$ cat src/rtl/fifo_pkg.sv
// ============================================================================
// Module   : fifo_pkg
// Brief    : Shared defaults and width helpers for the synchronous FIFO family.
// Revision : 1.1
// ============================================================================
`default_nettype none

package fifo_pkg;

    localparam int DEFAULT_WIDTH = 8;
    localparam int DEFAULT_DEPTH = 16;

    // Occupancy needs to represent 0..depth inclusive.
    function automatic int cnt_w(input int depth);
        return $clog2(depth + 1);
    endfunction

    function automatic int ptr_w(input int depth);
        int w;
        w = $clog2(depth);
        return (w < 1) ? 1 : w;
    endfunction

endpackage

`default_nettype wire

$ cat src/rtl/fifo_mem.sv
// fifo_mem: DEPTH x WIDTH register array, synchronous write, asynchronous read.
`default_nettype none

module fifo_mem #(
  parameter int WIDTH = 8,
  parameter int DEPTH = 16,
  parameter int PW    = 4
) (
  input  logic             clk,
  input  logic             wr_en,
  input  logic [PW-1:0]    wr_addr,
  input  logic [WIDTH-1:0] wr_data,
  input  logic [PW-1:0]    rd_addr,
  output logic [WIDTH-1:0] rd_data
);

  logic [WIDTH-1:0] mem [DEPTH];

  always_ff @(posedge clk) begin
    if (wr_en) mem[wr_addr] <= wr_data;
  end

  assign rd_data = mem[rd_addr];

endmodule

`default_nettype wire

$ cat src/rtl/sync_fifo_param.sv
// sync_fifo_param: single-clock FIFO with registered flags, error pulses and optional FWFT output.
`default_nettype none

module sync_fifo_param
  import fifo_pkg::*;
#(
  parameter int WIDTH     = DEFAULT_WIDTH,
  parameter int DEPTH     = DEFAULT_DEPTH,
  parameter int AF_THRESH = DEPTH - 2,
  parameter int AE_THRESH = 1,
  parameter int FWFT      = 0
) (
  input  logic                      clk_i,
  input  logic                      rst_i,
  input  logic                      wr_en_i,
  input  logic [WIDTH-1:0]          wdata_i,
  input  logic                      rd_en_i,
  output logic [WIDTH-1:0]          rdata_o,
  output logic                      full_o,
  output logic                      empty_o,
  output logic                      almost_full_o,
  output logic                      almost_empty_o,
  output logic                      wr_error_o,
  output logic                      rd_error_o,
  output logic [cnt_w(DEPTH)-1:0]   count_o
);

  localparam int CW = cnt_w(DEPTH);
  localparam int PW = ptr_w(DEPTH);

  localparam logic [CW-1:0] DEPTH_C  = CW'(DEPTH);
  localparam logic [CW-1:0] AF_C     = CW'(AF_THRESH);
  localparam logic [CW-1:0] AE_C     = CW'(AE_THRESH);
  localparam logic [PW-1:0] LAST_PTR = PW'(DEPTH - 1);

  logic             wr_acc;
  logic             rd_acc;
  logic [PW-1:0]    wr_ptr;
  logic [PW-1:0]    rd_ptr;
  logic [PW-1:0]    wr_ptr_nxt;
  logic [PW-1:0]    rd_ptr_nxt;
  logic [PW-1:0]    mem_raddr;
  logic [CW-1:0]    count_nxt;
  logic [WIDTH-1:0] mem_rdata;

  always_comb begin
    wr_acc     = wr_en_i && !full_o;
    rd_acc     = rd_en_i && !empty_o;

    wr_ptr_nxt = wr_ptr;
    if (wr_acc) wr_ptr_nxt = (wr_ptr == LAST_PTR) ? '0 : wr_ptr + PW'(1);

    rd_ptr_nxt = rd_ptr;
    if (rd_acc) rd_ptr_nxt = (rd_ptr == LAST_PTR) ? '0 : rd_ptr + PW'(1);

    count_nxt  = count_o;
    if (wr_acc && !rd_acc)      count_nxt = count_o + CW'(1);
    else if (rd_acc && !wr_acc) count_nxt = count_o - CW'(1);
  end

  fifo_mem #(
    .WIDTH (WIDTH),
    .DEPTH (DEPTH),
    .PW    (PW)
  ) u_mem (
    .clk     (clk_i),
    .wr_en   (wr_acc),
    .wr_addr (wr_ptr),
    .wr_data (wdata_i),
    .rd_addr (mem_raddr),
    .rd_data (mem_rdata)
  );

  // Flags come from the next count so they line up with count_o.
  always_ff @(posedge clk_i or posedge rst_i) begin
    if (rst_i) begin
      wr_ptr         <= '0;
      rd_ptr         <= '0;
      count_o        <= '0;
      full_o         <= 1'b0;
      empty_o        <= 1'b1;
      almost_full_o  <= 1'b0;
      almost_empty_o <= 1'b1;
      wr_error_o     <= 1'b0;
      rd_error_o     <= 1'b0;
    end else begin
      wr_ptr         <= wr_ptr_nxt;
      rd_ptr         <= rd_ptr_nxt;
      count_o        <= count_nxt;
      full_o         <= (count_nxt == DEPTH_C);
      empty_o        <= (count_nxt == '0);
      almost_full_o  <= (count_nxt >= AF_C);
      almost_empty_o <= (count_nxt <= AE_C);
      wr_error_o     <= wr_en_i && full_o;
      rd_error_o     <= rd_en_i && empty_o;
    end
  end

  generate
    if (FWFT != 0) begin : g_fwft
      logic head_from_write;

      // The read port looks ahead to the post-edge head. When that head is the
      // word being written this edge, it is not in the array yet, so take wdata_i.
      assign mem_raddr       = rd_ptr_nxt;
      assign head_from_write = wr_acc && (count_o == (rd_acc ? CW'(1) : CW'(0)));

      always_ff @(posedge clk_i or posedge rst_i) begin
        if (rst_i)                  rdata_o <= '0;
        else if (count_nxt != '0)   rdata_o <= head_from_write ? wdata_i : mem_rdata;
      end
    end else begin : g_std
      assign mem_raddr = rd_ptr;

      always_ff @(posedge clk_i or posedge rst_i) begin
        if (rst_i)       rdata_o <= '0;
        else if (rd_acc) rdata_o <= mem_rdata;
      end
    end
  endgenerate

endmodule

`default_nettype wire

$ cat config.mk
export PLATFORM = sky130hd
export DESIGN_NAME = sync_fifo_param
export DESIGN_NICKNAME = d
export VERILOG_FILES = /design/src/rtl/fifo_pkg.sv /design/src/rtl/fifo_mem.sv /design/src/rtl/sync_fifo_param.sv
export SDC_FILE = /design/constraint.sdc
export NUM_CORES = 1
export LEC_CHECK = 0
export CAP_MARGIN = 10
export CORE_ASPECT_RATIO = 0.8
export CORE_MARGIN = 2
export CORE_UTILIZATION = 41
export CTS_CLUSTER_DIAMETER = 30
export DETAILED_ROUTE_END_ITERATION = 6
export PLACE_DENSITY = 0.66
export SLEW_MARGIN = 20
export SYNTH_ARGS = -nofsm -noshare
export SYNTH_HDL_FRONTEND = slang
export SYNTH_SLANG_ARGS = --single-unit
$ cat constraint.sdc
create_clock -name clk_i -period 3.8 [get_ports clk_i]
set_input_delay 0.95 -clock clk_i [delete_from_list [all_inputs] [get_ports clk_i]]
set_output_delay 0.95 -clock clk_i [all_outputs]
set_load 0.01 [all_outputs]
### After elaboration in Yosys (flattened, before gate mapping)

Memory sizes are Yosys's and may differ from the RTL's. A register that Yosys moved wholly into a read port is not among the register bits.
Index checks and enable logic that the tools add are counted.

* register bits: 19
* latch bits: 0
* memory bits (writable): 128
* bits in read-only memories: 0
* bits of input ports: 12
* output and inout port bits: 19
* logic and storage cells: 36
* memories kept: 1

* add/subtract/negate cells: 4
* multiply operators: 0
* div/mod/pow operators: 0
* $lt $le $gt $ge: 2
* eq/ne operators: 3
* shift-type cells: 0
* mux-type cells: 6
* bitwise gates (word level): 0
* reductions and logical operators: 11

Memory list
* u_mem.mem: words 16, width 8, rd ports 1, clocked after Yosys merged registers in 1, wr ports 1, line fifo_mem.sv:17 `logic [WIDTH-1:0] mem [DEPTH];`

Operator list (number)
* $mux 5: 2
* $add 4x1->4 const B: 2
* $eq 4x4->1 const B: 2
* $mux 4: 2
* $logic_and 1x1->1: 6
* $add 5x1->5 const B: 1
* $eq 5x5->1 const B: 1
* $ge 5x4->1 const B: 1
* $le 5x1->1 const B: 1
* $logic_not 5->1: 1
* $sub 5x1->5 const B: 1
* $logic_not 1->1: 4
* $mux 1: 2

### Depth between registers and ports, before layout

* word-level depth: 7
* depth in mapped cells: 7
* depth with buffers taken out: 6

### Cells and area by module

From an unflattened synthesis, not the netlist that was laid out.

* cell total of the unflattened synthesis: 337
* area, all modules: 6307.3 um2

Modules (own cells, without submodules)
* fifo_mem: instances 1, cells an instance 221, area each 4987.3 um2, seq. area each 3843.7 um2
* sync_fifo_param: instances 1, cells an instance 116, area each 1320.0 um2, seq. area each 678.2 um2

### Worst setup path after synthesis

OpenSTA, ideal clock, no wires.

* kind: input-to-reg
* from: input wr_en_i
* to: memory u_mem.mem[7][0], enable pin
* setup time: 332 ps
* data arrival time: 1802 ps
* data required time: 3468 ps
* slack: 1666 ps
* stages on the path: 5
* path buffers: 1
* cells stage by stage: and2b_1 -> buf_4 -> nand2_1 -> nor2_1 -> and2_1

* word-level cells in the longest chain between the ends: 3

RTL lines
* from (decl): line sync_fifo_param.sv:15 `input logic wr_en_i,`
* $logic_and 1x1->1: line sync_fifo_param.sv:47 `wr_acc = wr_en_i && !full_o;`
* $mux 1: line fifo_mem.sv:20 `if (wr_en) mem[wr_addr] <= wr_data;`
* $mux 1 (not written as such): line fifo_mem.sv:20
* to (decl): line fifo_mem.sv:17

No other way between the ends.

### Worst setup path after layout

* from: input wr_en_i
* to: memory u_mem.mem[10][7], enable pin

Same word-level chain as after synthesis.

==> impl_results.md <==
- Status: finished, final reports clean
- Num rows: 40
- Area of the multi-input gates: 1680 um^2
- Vias/cell: 5.37
- CTS HTree Levels: 4
- Yosys reg bits: 155
- Worst setup SP type: primary input
- Routed wire length per instance: 20.8 um
- Yosys top cell by area: edfxtp_1
- Final min period: 2580 ps
- Max Cap Violations: 0
- Setup CP Type: in2reg
- Die Ht: 115 um
- Pwr dens: 795 nW/um^2
- DR vias: 3416
- Post-route ant nets: 0
- CP cell instances: clkdlybuf4s50_1, nand2b_1, nor3b_1, and2_1
- Core box area: 15100 um^2
- Reg clk slew, reported paths: 60 ps
- Initial DRC count: 374
- Input/output buffers: 30
- Largest net degree at the start of global routing: 31
- ANT cells: 0
- Fill count: 1237
- Total gr overflow: 0
- PnR worst setup slack: 1220 ps
- Slew margin rel.: 35.9%
- Post-Place Cells: 604
- CP peak stage delay: 540 ps
- Clk_skew: 6.67 ps
- FMAX: 387 MHz
- GRT met2 Usage: 25.7%
- YS warnings: 0
- Die Area: 16500 um^2
- Post-CTS resize count: 0
- Tcrit/Tclk final: 68.0%
- Die X: 143 um
- Setup_tns: 0 ps
- Synth async-reset ratio: 17.4%
- DRC viols: 0
- Path type of the worst min-delay path: reg2reg
- Number of flops mapped to enable cells by yosys: 128
- Fin. Hold Viols: 0
- Prevailing post-synth register cell: edfxtp_1
- Drt pass-1 iters: 5
- Synth Area per Inst: 16.7 um^2
- GR met1 Demand/Resource: 26.1%
- Final Net Count: 432
- CTS tree: done
- Slowest-stage cell, CP: nor3b_1
- Synth area leaders: edfxtp_1 60%, dfrtp_1 9.8%, mux4_2 5.7%
- CTS root buf: clkbuf_16
- Layer with the highest usage: met1
- DP HPWL: 9000 um
- Distinct cell type count after synthesis: 49
- Worst Path Required: 3870 ps
- Max Transition Viols Final: 0
- Post-synth design cell area: 6360 um^2
- Worst skew pair latency: 410 ps
- Initial Utilization: 42.1%
- Synth Instances: 380
- CTS Buffer Depth: 2
- Mapped Nets: 399
- Storage cell area: 4520 um^2
- Sink Count: 155
- Post-CTS Setup Bufs: 0
- Routability Congestion: 0.796
- Pre-CTS setup slack: 768 ps
- RSZ-0062 raised after global routing: false
- Crit. End Element: flip-flop
- First-pass GRT wire length: 20700 um
- Util after Layout: 49.6%
- R2R cell count: 5
- CP Max Fanout: 8
- Tightest Pin Transition: 956 ps
- Layout Cells excl Fill: 636
- CP arrival: 2660 ps
- P_leak: 2.55 nW
- Layout area overhead: 17.9%
- Final Power: 5.96 mW
- Max IR drop VDD: 0.351 mV
- Post-synth top area share: 60.5%
- Antenna violations before repair: 0
- Total wire length: 13300 um
- Layout cells sized above 1: 16.0%
- All-Layer GR Usage: 17.5%
- # setup viols final: 0
- Worst hold stages: 2
- Num CTS Buffers: 17
- Seq/Total Area, Yosys: 71.1%
- Io pins: 31
- Met3 usage: 3.58%
- Vias in the first global route: 3354
- Hold buffer count at CTS: 0
## cells by family after synthesis
logic type               synth area share [%]
AND/OR/NAND/NOR                          7.24
XOR/XNOR                                 1.06
adder cells (fa/ha/maj)                  1.55
buffers and inverters                    2.52
flip-flops                               71.1
multiplexers                             9.47
AO/OA/AOI/OAI                            7.03
## routing by layer
layer / share of wire (%) / routed length (um) / up-vias
li1: - / - / 1537
met1: 46 / 6100 / 1740
met2: 46 / 6140 / 126
met3: 6.3 / 835 / 13
met4: 1.4 / 184 / 0
met5: 0 / 0 / -
## sequential cells by signal, indices dropped and copies added, names as in the netlist
register,flops
almost_full_o,1
count_o,5
wr_error_o,1
empty_o,1
wr_ptr,4
rd_error_o,1
mem_raddr,4
full_o,1
u_mem.mem,128
rdata_o,8
almost_empty_o,1
## per-stage QoR
stage	instance area, um^2	hold slack (ps)
2_1_floorplan	6360	510
3_3_place_gp	6820	498
3_5_place_dp	6820	517
4_1_cts	7500	531
5_1_grt	7500	555
6_report	7500	524
## path summary, 6_finish.rpt
kind / from / end / slack [ps]
worst min-delay path: rdata_o[5] / rdata_o[5] / 520
worst min register to register: rdata_o[5] / rdata_o[5] / 520
worst max-delay path: wr_en_i / u_mem.mem[10][7] / 1220
min in group asynchronous: rst_i / wr_error_o / 940
max in group asynchronous: rst_i / mem_raddr[2] / 2370
worst max register to register: mem_raddr[0] / rdata_o[7] / 1580
## cell usage in the layout (no fill, tap or decap), types with 3 or more instances in the layout
cell type	Yosys	final
edfxtp_1	128	128
clkdlybuf4s50_1	0	30
dfrtp_1	25	24
mux2i_1	23	23
and2_1	18	18
clkbuf_16	0	17
mux4_2	16	16
a211oi_1	15	15
nand2_1	12	12
nor2_1	11	11
nor2b_1	10	10
nand3_1	10	10
a21oi_1	10	10
a31oi_1	8	8
o21ai_0	8	8
o22ai_1	8	8
ha_1	7	7
o21ai_1	6	6
bufinv_16	0	6
inv_1	6	5
buf_4	10	5
xnor2_1	4	4
nand2b_1	3	3
## Yosys cell counts, types with 6 or more instances
cell type	n
buf_4	10
nor2b_1	10
edfxtp_1	128
inv_1	6
o21ai_0	8
o21ai_1	6
ha_1	7
and2_1	18
dfrtp_1	25
nor2_1	11
mux4_2	16
nand2_1	12
a31oi_1	8
mux2i_1	23
a21oi_1	10
a211oi_1	15
o22ai_1	8
nand3_1	10
## worst max-delay path: cells and delay by family
kind / cells / cell delay [ps]
and+or+nand+nor: 3 / 1200
buffers and inverters: 1 / 500
## cell type report
class / instances / share of cell area [%]
Inverter: 6 / 0.300
Sequential cell: 155 / 60.3
Tap cell: 210 / 3.50
Clock inverter: 11 / 2.89
Timing Repair Buffer: 35 / 4.51
Multi-Input combinational cell: 198 / 22.3
Clock buffer: 21 / 6.14
## power by group
| part | switching (mW) | internal, mW | leakage (nW) |
|---|---|---|---|
| logic | 0.897 | 0.752 | 0.742 |
| clock network | 0.636 | 1.27 | 0.332 |
| registers | 0.287 | 2.12 | 1.47 |
(Power assumes the default switching activity.)
